$ cat src/rtl/load_store_unit.sv
// rtl/load_store_unit.sv - byte-serial big-endian load/store engine for a byte-wide RAM
module load_store_unit #(
    parameter int addr_width   = 9,
    parameter int read_latency = 2
) (
    input  logic                  clk,
    input  logic                  reset,
    input  logic                  req,
    input  logic                  we,
    input  logic [1:0]            size,
    input  logic                  signext,
    input  logic [addr_width-1:0] addr,
    input  logic [31:0]           wdata,
    output logic                  busy,
    output logic                  done,
    output logic [31:0]           rdata,
    input  logic [7:0]            mem_data_out,
    output logic [7:0]            mem_data_in,
    output logic [addr_width-1:0] mem_raddr,
    output logic [addr_width-1:0] mem_waddr,
    output logic                  mem_write
);

    typedef enum logic [1:0] {IDLE, LOAD, STORE} state_t;

    localparam logic [addr_width-1:0] ADDR_ONE = {{(addr_width-1){1'b0}}, 1'b1};

    state_t                  state_q, state_d;
    logic [addr_width-1:0]   raddr_q, raddr_d;
    logic [addr_width-1:0]   waddr_q, waddr_d;
    logic [7:0]              wbyte_q, wbyte_d;
    logic                    mem_write_q, mem_write_d;
    logic                    busy_q, busy_d;
    logic                    done_q, done_d;
    logic [31:0]             rdata_q, rdata_d;
    logic [23:0]             acc_q, acc_d;
    logic [31:0]             sdata_q, sdata_d;
    logic [1:0]              nm1_q, nm1_d;
    logic                    signext_q, signext_d;
    logic [2:0]              iss_q, iss_d;
    logic [1:0]              rx_q, rx_d;
    logic [read_latency-1:0] vld_q, vld_d;

    logic [1:0]  req_nm1;
    logic [31:0] aligned;
    logic [31:0] word;
    logic [31:0] ext;
    logic        issue_more;
    logic        rx_last;
    logic        st_last;

    // Store data is left-aligned so byte i always leaves from the top of the shifter.
    always_comb begin
        req_nm1 = (size == 2'd0) ? 2'd0 : (size == 2'd1) ? 2'd1 : 2'd3;
        case (req_nm1)
            2'd0:    aligned = {wdata[7:0], 24'h000000};
            2'd1:    aligned = {wdata[15:0], 16'h0000};
            default: aligned = wdata;
        endcase
        word       = {acc_q, mem_data_out};
        issue_more = (iss_q <= {1'b0, nm1_q});
        rx_last    = vld_q[read_latency-1] && (rx_q == nm1_q);
        st_last    = (iss_q == {1'b0, nm1_q});
    end

    always_comb begin
        case (nm1_q)
            2'd0:    ext = signext_q ? {{24{word[7]}}, word[7:0]} : {24'h000000, word[7:0]};
            2'd1:    ext = signext_q ? {{16{word[15]}}, word[15:0]} : {16'h0000, word[15:0]};
            default: ext = word;
        endcase
    end

    always_ff @(posedge clk) begin
        if (reset) begin
            state_q <= IDLE;
        end else begin
            state_q <= state_d;
        end
    end

    always_comb begin
        state_d = state_q;
        case (state_q)
            IDLE: begin
                if (req) begin
                    if (!we)                  state_d = LOAD;
                    else if (req_nm1 != 2'd0) state_d = STORE;
                end
            end
            LOAD:    if (rx_last) state_d = IDLE;
            STORE:   if (st_last) state_d = IDLE;
            default: state_d = IDLE;
        endcase
    end

    always_comb begin
        raddr_d     = raddr_q;
        waddr_d     = waddr_q;
        wbyte_d     = wbyte_q;
        mem_write_d = 1'b0;
        busy_d      = busy_q;
        done_d      = 1'b0;
        rdata_d     = rdata_q;
        acc_d       = acc_q;
        sdata_d     = sdata_q;
        nm1_d       = nm1_q;
        signext_d   = signext_q;
        iss_d       = iss_q;
        rx_d        = rx_q;
        vld_d       = vld_q << 1;
        case (state_q)
            IDLE: begin
                if (req) begin
                    nm1_d     = req_nm1;
                    signext_d = signext;
                    iss_d     = 3'd1;
                    busy_d    = 1'b1;
                    if (we) begin
                        waddr_d     = addr;
                        wbyte_d     = aligned[31:24];
                        sdata_d     = {aligned[23:0], 8'h00};
                        mem_write_d = 1'b1;
                        if (req_nm1 == 2'd0) begin
                            done_d = 1'b1;
                            busy_d = 1'b0;
                        end
                    end else begin
                        raddr_d  = addr;
                        rx_d     = 2'd0;
                        acc_d    = 24'h000000;
                        vld_d[0] = 1'b1;
                    end
                end
            end
            LOAD: begin
                // Issue side runs ahead; the valid pipe marks which edges return a byte.
                if (issue_more) begin
                    raddr_d  = raddr_q + ADDR_ONE;
                    iss_d    = iss_q + 3'd1;
                    vld_d[0] = 1'b1;
                end
                if (vld_q[read_latency-1]) begin
                    acc_d = word[23:0];
                    rx_d  = rx_q + 2'd1;
                    if (rx_q == nm1_q) begin
                        rdata_d = ext;
                        done_d  = 1'b1;
                        busy_d  = 1'b0;
                    end
                end
            end
            STORE: begin
                waddr_d     = waddr_q + ADDR_ONE;
                wbyte_d     = sdata_q[31:24];
                sdata_d     = {sdata_q[23:0], 8'h00};
                mem_write_d = 1'b1;
                iss_d       = iss_q + 3'd1;
                if (st_last) begin
                    done_d = 1'b1;
                    busy_d = 1'b0;
                end
            end
            default: ;
        endcase
    end

    always_ff @(posedge clk) begin
        if (reset) begin
            raddr_q     <= '0;
            waddr_q     <= '0;
            wbyte_q     <= 8'h00;
            mem_write_q <= 1'b0;
            busy_q      <= 1'b0;
            done_q      <= 1'b0;
            rdata_q     <= 32'h0;
            acc_q       <= 24'h0;
            sdata_q     <= 32'h0;
            nm1_q       <= 2'd0;
            signext_q   <= 1'b0;
            iss_q       <= 3'd0;
            rx_q        <= 2'd0;
            vld_q       <= '0;
        end else begin
            raddr_q     <= raddr_d;
            waddr_q     <= waddr_d;
            wbyte_q     <= wbyte_d;
            mem_write_q <= mem_write_d;
            busy_q      <= busy_d;
            done_q      <= done_d;
            rdata_q     <= rdata_d;
            acc_q       <= acc_d;
            sdata_q     <= sdata_d;
            nm1_q       <= nm1_d;
            signext_q   <= signext_d;
            iss_q       <= iss_d;
            rx_q        <= rx_d;
            vld_q       <= vld_d;
        end
    end

    assign busy        = busy_q;
    assign done        = done_q;
    assign rdata       = rdata_q;
    assign mem_data_in = wbyte_q;
    assign mem_raddr   = raddr_q;
    assign mem_waddr   = waddr_q;
    assign mem_write   = mem_write_q;

endmodule
$ cat config.mk
export PLATFORM = sky130hd
export DESIGN_NAME = load_store_unit
export DESIGN_NICKNAME = d
export VERILOG_FILES = /design/src/rtl/load_store_unit.sv
export SDC_FILE = /design/constraint.sdc
export NUM_CORES = 1
export LEC_CHECK = 0
export ABC_AREA = 1
export BUFFER_PORTS_ARGS = -buffer_cell sky130_fd_sc_hd__buf_2
export CELL_PAD_IN_SITES_DETAIL_PLACEMENT = 1
export CELL_PAD_IN_SITES_GLOBAL_PLACEMENT = 2
export CORE_MARGIN = 3
export CORE_UTILIZATION = 33
export DETAILED_ROUTE_END_ITERATION = 12
export PLACE_DENSITY = 0.94
export SYNTH_ARGS = -nofsm -noshare
export SYNTH_HDL_FRONTEND = slang
export SYNTH_SLANG_ARGS = --single-unit
$ cat constraint.sdc
create_clock -name clk -period 5.2 [get_ports clk]
set_clock_uncertainty 0.2 [all_clocks]
set_input_delay 0 -clock clk [delete_from_list [all_inputs] [get_ports clk]]
set_output_delay 0 -clock clk [all_outputs]
set_load 0.03 [all_outputs]
-- Word-level counts from Yosys, hierarchy flattened
Cells that the tools add are included.
- register bits: 129
- latch bits: 0
- RAM bits: 0
- memory bits (read-only): 0
- bits of input ports: 56
- memories: 0
- add/subtract/negate cells: 4
- multiply operators: 0
- divide/modulo/power cells: 0
- order comparisons: 1
- equal/unequal tests: 16
- shift operators: 0
- multiplexer cells: 57
- bitwise logic cells: 0
- reduce and logical (&&, ||, !) cells: 17
- operators by type and width (operator ; number):
    case mux 32 bit (2 select lines) ; 3
    2-to-1 mux 32 bit ; 4
    2-to-1 mux 24 bit ; 3
    case mux 24 bit (2 select lines) ; 1
    2-to-1 mux 9 bit ; 5
    case mux 9 bit (2 select lines) ; 2
    2-to-1 mux 2 bit ; 10
    adder 9 x 1 -> 9 bit, second input constant ; 2
    2-to-1 mux 1 bit ; 17
    2-to-1 mux 8 bit ; 2
    inequality test 2 bit, second input constant ; 8
    case mux 8 bit (2 select lines) ; 1
    AND reduction 4 bit ; 3
    case mux 3 bit (3 select lines) ; 1
    AND reduction 3 bit ; 3
    equality test 2 x 1 -> 1 bit, second input constant ; 4
    zero test 2 bit ; 4
    2-to-1 mux 3 bit ; 2
    case mux 1 bit (3 select lines) ; 2
    case mux 2 bit (3 select lines) ; 1
    nonzero test 2 bit ; 3
    AND reduction 5 bit ; 1
    case mux 1 bit (2 select lines) ; 2
    case mux 2 bit (2 select lines) ; 1
    other kinds (10) ; 10

-- Longest topological paths before layout
- depth after elaboration: 8
- depth in mapped cells: 12

-- Worst setup path before layout
OpenSTA, ideal clock, no wires.
- path kind: register to register
- from: register nm1_q[1]
- to: register raddr_q[8] (netlist: mem_raddr[8])
- arrival: 1.485 ns
- data required time: 4.860 ns
- slack: 3.375 ns
- stages on the path, launching flop included: 12
- clock period less this slack: 1.825 ns
- path through: dfxtp_1 -> buf_6 -> clkinv_2 -> ha_1 -> inv_1 -> o21ai_0 -> nand3_1 -> nand2_1 -> buf_2 -> nor2_1 -> nand2_1 -> a21oi_1
- longest elaborated chain between the ends: 3
- ends and longest elaborated chain (element ; line ; RTL):
    from (decl) ; 38 ; logic [1:0] nm1_q, nm1_d;
    from (signal assigned) ; 194 ; nm1_q <= nm1_d;
    <= comparator 3 x 2 -> 1 bit ; 61 ; issue_more = (iss_q <= {1'b0, nm1_q});
    inequality test 2 bit (no source line) ; n/a ;
    AND reduction 4 bit (no source line) ; n/a ;
    to (signal assigned) ; 185 ; raddr_q <= raddr_d;
    to (decl) ; 29 ; logic [addr_width-1:0] raddr_q, raddr_d;
Every way passes these cells.
A chain may end at the register's enable or synchronous reset.

-- Worst setup path after layout
- from: register state_q[0]
- to: register sdata_q[27]
- longest elaborated chain between the ends: 3
- ends and longest elaborated chain (element ; line ; RTL):
    from (decl) ; 28 ; state_t state_q, state_d;
    from (signal assigned) ; 78 ; state_q <= state_d;
    equality test 2 bit or zero test 2 bit (tied branches) ; 112 ; case (state_q)
    nonzero test 2 bit (no source line) or inequality test 2 bit (tied branches) ; n/a ;
    AND reduction 3 bit (no source line) ; n/a ;
    to (signal assigned) ; 193 ; sdata_q <= sdata_d;
    to (decl) ; 37 ; logic [31:0] sdata_q, sdata_d;
Several ways; a longest one is shown, not always the timed one.

==> impl_metrics.tcl <==
set metrics [dict create \
    cts.sinks 121 \
    coreArea_mm2 0.01676 \
    power_mw 3.583 \
    syn_to_final_growth_pct 30.84 \
    port_buffers 116 \
    cp_max_fo 44 \
    cts_tree "yes" \
    syn_avg_cell_area_um2 7.336 \
    clk_transition_reported_paths_ps 60 \
    layout_commonest_cell "nand2_1" \
    fillers 2114 \
    holdBufCountCts 57 \
    netlist_instances 776 \
    critical_path.top_delay_family "buffers and inverters" \
    fin_util_pct 44.44 \
    fmax_mhz 288.2 \
    status "completed" \
    initial_core_util_pct 33.97 \
    worstRegToRegCells 9 \
    layout_common_cells "nand2_1 (199), dfxtp_1 (121), buf_2 (116)" \
    pre_cts_ws_ps 2181 \
    drv_cap 0 \
    p_leak_nw 3.171 \
    finish.net_count 986 \
    synth_cell_types 41 \
    startpoint_type "flip-flop" \
    fin_crit_ps 3470 \
    clk_latency_ps 420 \
    cp_slowest_cell "inv_1" \
    ys_ff_latch 121 \
    drt_pass1_iterations 5 \
    grt_use_met3_pct 3.908 \
    root_buffer "clkbuf_16" \
    cts_inserted_buffers 17 \
    grt_pass1_wl_um 29380 \
    drtAntennaViolNets 0 \
    clockBufferDepth 2 \
    placed_area_mm2 0.006295 \
    track_usage_pct 19.58 \
    worst-path-stages 9 \
    peakVddDrop_uv 277.7 \
    setup_ws_ps 1730 \
    cts_resized 0 \
    hold-path-cell-count 4 \
    syn_area_mm2 0.005693 \
    crit_chain "inv_1, ha_1, buf_4, inv_1, nand2_1, inv_1, nand2_1, a41oi_1, dlygate4sd3_1" \
    cp.required_ps 5360 \
    end_kind "flip-flop" \
    drv_slew 0 \
    ctsHtreeMaxLevel 4 \
    hold_viol 0 \
    cellPowerDensity_mw_per_mm2 481.1 \
    rsz0062_at_grt "no" \
    routedWlPerCell_um 15.75 \
    grt_max_degree 62 \
    register_area_mm2 0.002422 \
    multi_input_area_mm2 0.002851 \
    ys.warnings.count 0 \
    n_antenna_cell 0 \
    syn-num-nets 841 \
    grt_use_met1_pct 24.14 \
    overflow 0 \
    worst_pin_slew_ps 1221 \
    yosysSeqAreaShare_pct 42.55 \
    grt_pass1_vias 5882 \
    top_usage_layer "met2" \
    drc 0 \
    grt_use_met2_pct 34.14 \
    setup_violations 0 \
    holdCritPathClass "in -> reg" \
    initialDrtViolationCount 289 \
    antenna_found_initial 0 \
    cpPeakStageDelay_ps 630 \
    die_area_mm2 0.01886 \
    worstPathArrival_ps 3630 \
    worst-setup-path-type "reg -> reg" \
    chipHeight_um 137.3 \
    die_x_um 137.3 \
    timing.setup.tns_ps 0 \
    gp_congestion 0.8135 \
    vias 5799 \
    fin_crit_sh_pct 66.74 \
    cpMostUsedCell "inv_1" \
    ios 117 \
    totalWireLength_um 18170 \
    stdcell_area_mm2 0.007448 \
    rows 47 \
    critical_path_buf_inv_count 5 \
    relSlewSlack_pct 18.30 \
    hpwl_um 11330 \
    post_cts_buffers 0 \
    drive_above_1_share_pct 22.91 \
    viasPerCell 5.025 \
]
## per-stage QoR
stage	instances	hold slack, ps
finish	1154	144.0
detailed placement	1065	49.40
floorplan	776	-65.09
global route	1154	167.6
global placement	1065	46.37
CTS	1154	136.4
## worst reg2reg max path, stage by stage (launching register included)
cell,delay [ps]
dfxtp_1,390
inv_1,100
ha_1,200
buf_4,280
inv_1,630
nand2_1,100
inv_1,600
nand2_1,130
a41oi_1,210
dlygate4sd3_1,570
## synthesized netlist by cell type (all sizes together)
library cell / n / area (um^2)
ha: 9 / 112.6
xnor2: 1 / 8.760
a21oi: 88 / 556.8
buf: 32 / 207.7
or2: 2 / 12.51
clkbuf: 18 / 68.81
nand3: 37 / 190.2
nand4: 2 / 12.51
nor2: 86 / 372.9
a211oi: 3 / 22.52
a41oi: 8 / 70.07
o21ai: 94 / 470.5
clkinv: 1 / 5.000
nor3: 2 / 10.01
inv: 36 / 137.6
xor2: 1 / 8.760
a311oi: 1 / 8.760
o22ai: 2 / 12.51
nand3b: 2 / 15.01
dfxtp: 121 / 2422
a31oi: 9 / 56.30
a31o: 5 / 43.79
o21bai: 1 / 7.510
nand2: 213 / 844.6
o21a: 2 / 15.01
## final cells by class
| class | instances | share of cell area [%] |
|---|---|---|
| Clock buffer | 21 | 6.182 |
| Clock inverter | 11 | 1.646 |
| Inverter | 37 | 1.915 |
| Multi-Input combinational cell | 568 | 38.28 |
| Sequential cell | 121 | 32.52 |
| Tap cell | 220 | 3.696 |
| Timing Repair Buffer | 176 | 15.76 |
## metal layers
metal	up-vias	share of wire (%)
li1	2875	-
met1	2777	45
met2	124	50
met3	23	3.9
met4	0	1.3
met5	-	0
## sequential cells by signal (all words and copies together) (netlist names), 2 cells and up
name	count
acc_q	24
sdata_q	24
nm1_q	2
mem_raddr	9
mem_data_in	8
state_q	2
iss_q	3
vld_q	2
mem_waddr	9
rx_q	2
rdata	32
## report_power, final
group          switching [mW]  internal (mW)
registers               0.149           1.10
clock network           0.446          0.728
logic                   0.804          0.355
## kinds of logic after synthesis
logic type      share of synthesized area, %
buf+inv                                7.362
fa+ha+maj                              1.978
simple gates                           25.60
compound gates                         22.20
xor+xnor                              0.3077
flops                                  42.55
## final timing paths
path	start	end	slack, ps
setup / recovery	state_q[0]	sdata_q[27]	1730
setup reg to reg	state_q[0]	sdata_q[27]	1730
hold / removal	mem_data_out[4]	rdata[4]	140
hold reg to reg	vld_q[0]	vld_q[1]	210
Power figures use the tool's default switching activity.
